<file path="config.mk">
export PLATFORM = sky130hd
export DESIGN_NAME = etx_serdes_tx
export DESIGN_NICKNAME = d
export VERILOG_FILES = /design/src/rtl/etx_serdes_tx.sv
export SDC_FILE = /design/constraint.sdc
export NUM_CORES = 1
export LEC_CHECK = 0
export ABC_AREA = 1
export BUFFER_PORTS_ARGS = -buffer_cell sky130_fd_sc_hd__clkbuf_2
export CAP_MARGIN = 20
export CORE_UTILIZATION = 40
export DETAILED_ROUTE_END_ITERATION = 8
export PLACE_DENSITY = 0.71
export SYNTH_ARGS = -nofsm -noshare
export SYNTH_HDL_FRONTEND = slang
export SYNTH_SLANG_ARGS = --single-unit
</file>
<file path="constraint.sdc">
create_clock -name clk -period 1.5 [get_ports clk]
set_input_delay 0.075 -clock clk [delete_from_list [all_inputs] [get_ports clk]]
set_output_delay 0.075 -clock clk [all_outputs]
set_load 0.1 [all_outputs]
</file>
<file path="src/rtl/etx_serdes_tx.sv">
// Transmit gearbox: splits a PW-bit word into PW/LW lane beats with a frame bit per beat,
// and synchronises and stretches the wr/rd wait pushback inputs.
module etx_serdes_tx #(
    parameter int PW       = 64,
    parameter int LW       = 16,
    parameter int MSBFIRST = 0,
    parameter int INVERT   = 0,
    parameter int HOLD     = 4
) (
    input  logic              clk,
    input  logic              reset,
    input  logic [PW-1:0]     din,
    input  logic [PW/LW-1:0]  frame_in,
    input  logic              valid_in,
    output logic              ready_out,
    output logic [LW-1:0]     lane_data,
    output logic              lane_frame,
    input  logic              wr_wait_in,
    input  logic              rd_wait_in,
    output logic              wr_wait,
    output logic              rd_wait
);
    localparam int N  = PW / LW;
    localparam int CW = (N > 1) ? $clog2(N) : 1;
    localparam int HW = $clog2(HOLD + 1);
    localparam logic [CW-1:0] LAST     = CW'(N - 1);
    localparam logic [HW-1:0] HOLD_VAL = HW'(HOLD);
    localparam logic          INV      = (INVERT != 0);

    typedef enum logic {IDLE, SHIFT} state_t;

    state_t          state_reg, state_next;
    logic [CW-1:0]   cnt_reg, cnt_next;
    logic [PW-1:0]   sh_reg, sh_next, sh_adv;
    logic [N-1:0]    fr_reg, fr_next;
    logic [LW-1:0]   beat, lane_data_reg, lane_data_next;
    logic            lane_frame_reg, lane_frame_next;
    logic            accept;

    // The current beat always sits at the exit end of the shift register.
    generate
        if (MSBFIRST != 0) begin : g_msb
            assign beat   = sh_reg[PW-1 -: LW];
            assign sh_adv = {sh_reg[PW-LW-1:0], {LW{1'b0}}};
        end else begin : g_lsb
            assign beat   = sh_reg[LW-1:0];
            assign sh_adv = {{LW{1'b0}}, sh_reg[PW-1:LW]};
        end
    endgenerate

    assign ready_out = (state_reg == IDLE) | (cnt_reg == LAST);
    assign accept    = valid_in & ready_out;

    always_ff @(posedge clk) begin
        if (reset) begin
            state_reg      <= IDLE;
            cnt_reg        <= '0;
            sh_reg         <= '0;
            fr_reg         <= '0;
            lane_data_reg  <= {LW{INV}};
            lane_frame_reg <= INV;
        end else begin
            state_reg      <= state_next;
            cnt_reg        <= cnt_next;
            sh_reg         <= sh_next;
            fr_reg         <= fr_next;
            lane_data_reg  <= lane_data_next;
            lane_frame_reg <= lane_frame_next;
        end
    end

    always_comb begin
        state_next      = state_reg;
        cnt_next        = cnt_reg;
        sh_next         = sh_reg;
        fr_next         = fr_reg;
        lane_data_next  = {LW{INV}};
        lane_frame_next = INV;
        if (state_reg == SHIFT) begin
            lane_data_next  = beat ^ {LW{INV}};
            lane_frame_next = fr_reg[0] ^ INV;
        end
        // A reload on the last beat lets the next word follow with no idle beat.
        if (accept) begin
            state_next = SHIFT;
            cnt_next   = '0;
            sh_next    = din;
            fr_next    = frame_in;
        end else if (state_reg == SHIFT) begin
            if (cnt_reg == LAST) begin
                state_next = IDLE;
            end else begin
                cnt_next = cnt_reg + CW'(1);
                sh_next  = sh_adv;
                fr_next  = {1'b0, fr_reg[N-1:1]};
            end
        end
    end

    assign lane_data  = lane_data_reg;
    assign lane_frame = lane_frame_reg;

    logic [1:0] raw_level;
    logic [1:0] wait_level;

    assign raw_level = {rd_wait_in, wr_wait_in} ^ {2{INV}};

    genvar gi;
    generate
        for (gi = 0; gi < 2; gi++) begin : g_wait
            logic          sync1_reg, sync2_reg;
            logic [HW-1:0] hold_reg;

            always_ff @(posedge clk) begin
                if (reset) begin
                    sync1_reg <= 1'b0;
                    sync2_reg <= 1'b0;
                    hold_reg  <= '0;
                end else begin
                    sync1_reg <= raw_level[gi];
                    sync2_reg <= sync1_reg;
                    if (sync2_reg) begin
                        hold_reg <= HOLD_VAL;
                    end else if (hold_reg != '0) begin
                        hold_reg <= hold_reg - HW'(1);
                    end
                end
            end

            // Stretch keeps a single-cycle glitch visible for HOLD+1 cycles.
            assign wait_level[gi] = sync2_reg | (hold_reg != '0);
        end
    endgenerate

    assign wr_wait = wait_level[0];
    assign rd_wait = wait_level[1];

endmodule

</file>
-- Yosys cells after proc, flatten, opt, wreduce, memory -nomap -nowiden
Index checks and enable logic that the tools add are counted.
- bits of input ports: 73
- logic and storage cells: 49
- output and inout port bits: 20
- flip-flop bits (word level): 98
- equal/unequal tests: 2
- mux-type cells: 13
- add/subtract/negate cells: 3
- reductions and logical operators: 11
- bitwise logic cells: 6
- operator list (operator ; number):
    two-way mux 64 bit ; 3
    two-way mux 3 bit ; 4
    two-way mux 4 bit ; 3
    OR reduction 2 bit ; 4
    nonzero test 2 bit ; 3
    nonzero test 3 bit ; 2
    subtractor 3 x 1 -> 3 bit, second input constant ; 2
    AND reduction 2 bit ; 2
    two-way mux 1 bit ; 3
    bitwise OR 1 bit ; 3
    adder 2 x 1 -> 2 bit, second input constant ; 1
    equality test 2 bit, second input constant ; 1
    inequality test 2 bit, second input constant ; 1
    inverter 1 bit ; 2
    AND 1 bit ; 1

-- Longest topological paths before layout
- word-level depth: 5
- mapped depth: 9
- mapped depth without buffers: 8

-- Least setup slack after synthesis
Ideal clock, no wire load.
- path kind: register -> output
- from: register g_wait[1].hold_reg[0]
- to: output rd_wait
- stages on the path, launching flop included: 5
- data arrival time: 1433 ps
- buffers on the path: 0
- setup slack: -8 ps
- data required time: 1425 ps
- cells stage by stage: dfxtp_1 > inv_1 > ha_1 > ha_1 > nand2_1
- word-level cells in the longest chain between the ends: 2
- RTL lines (item ; line ; RTL):
    from (decl) ; 112 ; logic [HW-1:0] hold_reg;
    from (signal assigned) ; 125 ; hold_reg <= hold_reg - HW'(1);
    nonzero test 3 bit ; 131 ; assign wait_level[gi] = sync2_reg | (hold_reg != '0);
    bitwise OR 1 bit ; 131 ;
    to (decl) ; 21 ; output logic rd_wait
No other way between the ends.

-- Final worst setup path
- from: register g_wait[1].hold_reg[1]
- to: output rd_wait
The elaborated chain is that of the path after synthesis.

==> summary.md <==
| Metric | Value |
|---|---|
| Status | finished, final reports clean |
| Routed Wire Length | 10.21 mm |
| Port buffer count | 92 |
| Unique masters post-synth | 19 |
| Clk_skew | about 15 ps |
| Critical Path AT | about 1400 ps |
| Site Rows | 37 |
| CTS sink count | 98 |
| Placed Cells | approximately 790 |
| Setup CP Type | register to primary output |
| Tcrit/Tclk final | 0.9716 |
| Most frequent cells in the layout | nand3_1, nand2_1, dfxtp_1 |
| Final Net Count | ~770 |
| First-pass GRT wire length | about 17 mm |
| Initial antenna violation count | 0 |
| Switching share of power | 0.3327 |
| Largest area contributor in the netlist | dfxtp_1 |
| Placed cell area | 4856 sq um |
| Power Density | approximately 1200 nW/um^2 |
| P_int | between 4 and 5 mW |
| Crit. path cell count | 5 |
| Ant. Diodes | 0 |
| Register area share after synthesis | 0.4658 |
| Vias in the first global route | approximately 3700 |
| Yosys top cell area share | 0.4658 |
| Max-cap viol count | 0 |
| CTS tree | yes |
| Die Wd | roughly 100 microns |
| Max reg flops | between 60 and 70 |
| CTS root buf | clkbuf_8 |
| Synth Net Count | just under 700 |
| Total Routing Usage GR | 0.1901 |
| Mapped Area | approximately 4200 sq um |
| Gr ovfl total | 0 |
| Worst-path clk slew | about 100 ps |
| Final Wtd Congestion | 0.8125 |
| Worst path max stage delay | between 300 and 400 ps |
| CP Cell Sequence | inv_1 -> ha_4 -> ha_4 -> nand2_2 -> buf_12 |
| Slew @ Worst Pin | just under 600 ps |
| Routed Antenna Nets | 0 |
| Largest net degree at the start of global routing | 54 |
| Max_slew headroom | 0.6140 |
| Latest clock arrival within the worst-skew pair | 360 ps |
| Share of post-route cells with drive strength above 1 | 0.2095 |
| Post-Syn Instances | slightly below 600 |
| CTS Buf Count | 9 |
| Die area | between 10000 and 15000 sq um |
| H-tree depth | 3 |
| P_sw | roughly 2.2 mW |
| VDD IR max | approximately 0.64 mV |
| Static leakage | around 2.8 nW |
| Worst-path fanout max | 5 |
| Drt initial violations | approximately 250 |
| Unrepaired setup endpoints after global routing | true |
| Register bit count reported by yosys | a little under 100 |
| Core Region | just over 10000 sq um |
| Vias per Instance | 4.785 |
| Final instance area | around 5400 sq um |
| Drt pass-1 iters | 5 |
| DR DRC count | 0 |
| Critical path's slowest cell | dfxtp_2 |
| Vias | about 4000 |
| Average wire per standard cell | 12.26 microns |
| CP bufs+invs | 2 |
| R2R cell count | 9 |
| Hpwl dp | 6.835 mm |
| Yosys warnings | 0 |
| Fin crit period | roughly 1500 ps |
| # IOs | slightly above 90 |
| Most common cell after layout, fill and taps aside | nand3_1 |
| Maximum clock rate | roughly 700 MHz |
| Max Buffers Root-to-Sink | 2 |
| Critical Path Sink Type | primary output |
| CP top delay family | flip-flops |
| Hold Vio Cnt, Final | 0 |
| Hold crit path type | input pin to register |
| Startpoint types | register |
| Top post-synthesis cells by area | dfxtp_1, nand3_1, nand2_1 |
| Setup-failing EPs final | 0 |
| CP most frequent cell | ha_4 |
| Worst Path Required | between 1000 and 1500 ps |
| DIE HEIGHT | 104.6 microns |
| Worst hold stages | 5 |
| Mean area per synthesized cell | a little over 7 sq um |
| Comb power frac | 0.300 |
| Final-report max-slew violation count | 0 |
| Register share of total power | 0.441 |
| Synth-to-Final Area Change | 28.16% |
| Cell Count, Final, Fillers Out | about 830 |
| Clk pwr share | 0.260 |
| Starting density of the core | 0.4098 |
## power by group through the flow
stage / clock network (mW) / logic, mW / registers (mW)
floorplan: 0 / 1.12 / 2.99
global placement: 0 / 1.61 / 2.95
detailed placement: 0 / 1.68 / 2.96
CTS: 1.75 / 1.86 / 2.90
global route: 1.88 / 2.15 / 2.94
finish: 1.72 / 1.98 / 2.92
## cell usage after synthesis, drive strengths merged
| library cell | instances |
|---|---|
| nand3 | 170 |
| nand2 | 131 |
| dfxtp | 98 |
| inv | 90 |
| buf | 30 |
| nor2 | 29 |
| a21oi | 22 |
| clkbuf | 11 |
| ha | 7 |
| o21ai | 3 |
| a211oi | 2 |
| xor2 | 1 |
## metrics by stage
| step | TNS [ps] | worst slack (ps) | total power [mW] | hold WS [ps] | utilization |
|---|---|---|---|---|---|
| 6_report | 0 | 42.59 | 6.614 | 23.79 | 0.5252 |
| 5_1_grt | -10.97 | -10.97 | 6.970 | 34.67 | 0.5252 |
| 4_1_cts | 0 | 6.231 | 6.512 | 22.70 | 0.5208 |
| 3_5_place_dp | 0 | 145.2 | 4.641 | 272.6 | 0.4725 |
| 3_3_place_gp | 0 | 165.5 | 4.558 | 275.8 | 0.4725 |
| 2_1_floorplan | 0 | 68.36 | 4.107 | 144.1 | - |
## tightest hold or removal path: stages
cell,delay [ps]
clkbuf_2,80
nand3_1,60
nand3_1,60
nand2_1,40
inv_1,40
## final timing paths
kind / slack [ps] / from / to
setup reg to reg: 160 / g_wait[0].hold_reg[0] / g_wait[0].hold_reg[2]
hold reg to reg: 410 / g_wait[0].sync1_reg / g_wait[0].sync2_reg
setup / recovery: 40 / g_wait[1].hold_reg[1] / rd_wait
hold / removal: 20 / din[1] / sh_reg[1]
## kinds of logic after synthesis
logic type / count (synthesis) / share of synthesized area
simple gates: 330 / 0.3488
flops: 98 / 0.4658
fa+ha+maj: 7 / 0.02080
compound gates: 27 / 0.03327
xor+xnor: 1 / 0.002080
buf+inv: 131 / 0.1292
## routing by layer
metal  global-route usage  vias up  routed length [microns]
li1                     -     2059                        -
met1               0.2351     1807                     4645
met2               0.3316      105                     4959
met3              0.03431       15                      440
met4              0.06439        0                      169
met5                    0        -                        0
## timing repair
item,CTS,global route
hold endpoints to repair,19,0
endpoints found under the setup margin,3,3
setup buffers,0,3
cloned,2,0
pin swaps,1,2
hold buffers,19,0
gates resized for setup,8,9
## layout make-up
| class | instances | area, sq um |
|---|---|---|
| multi-input combinational | 365 | 1773 |
| timing repair buffer | 128 | 948.4 |
| tap | 136 | 170.2 |
| sequential | 98 | 1969 |
| clock inverter | 7 | 75.07 |
| clock buffer | 9 | 123.9 |
| fill | 1029 | 4880 |
| inverter | 90 | 337.8 |
Note: power is estimated with default switching activity, not from simulation.
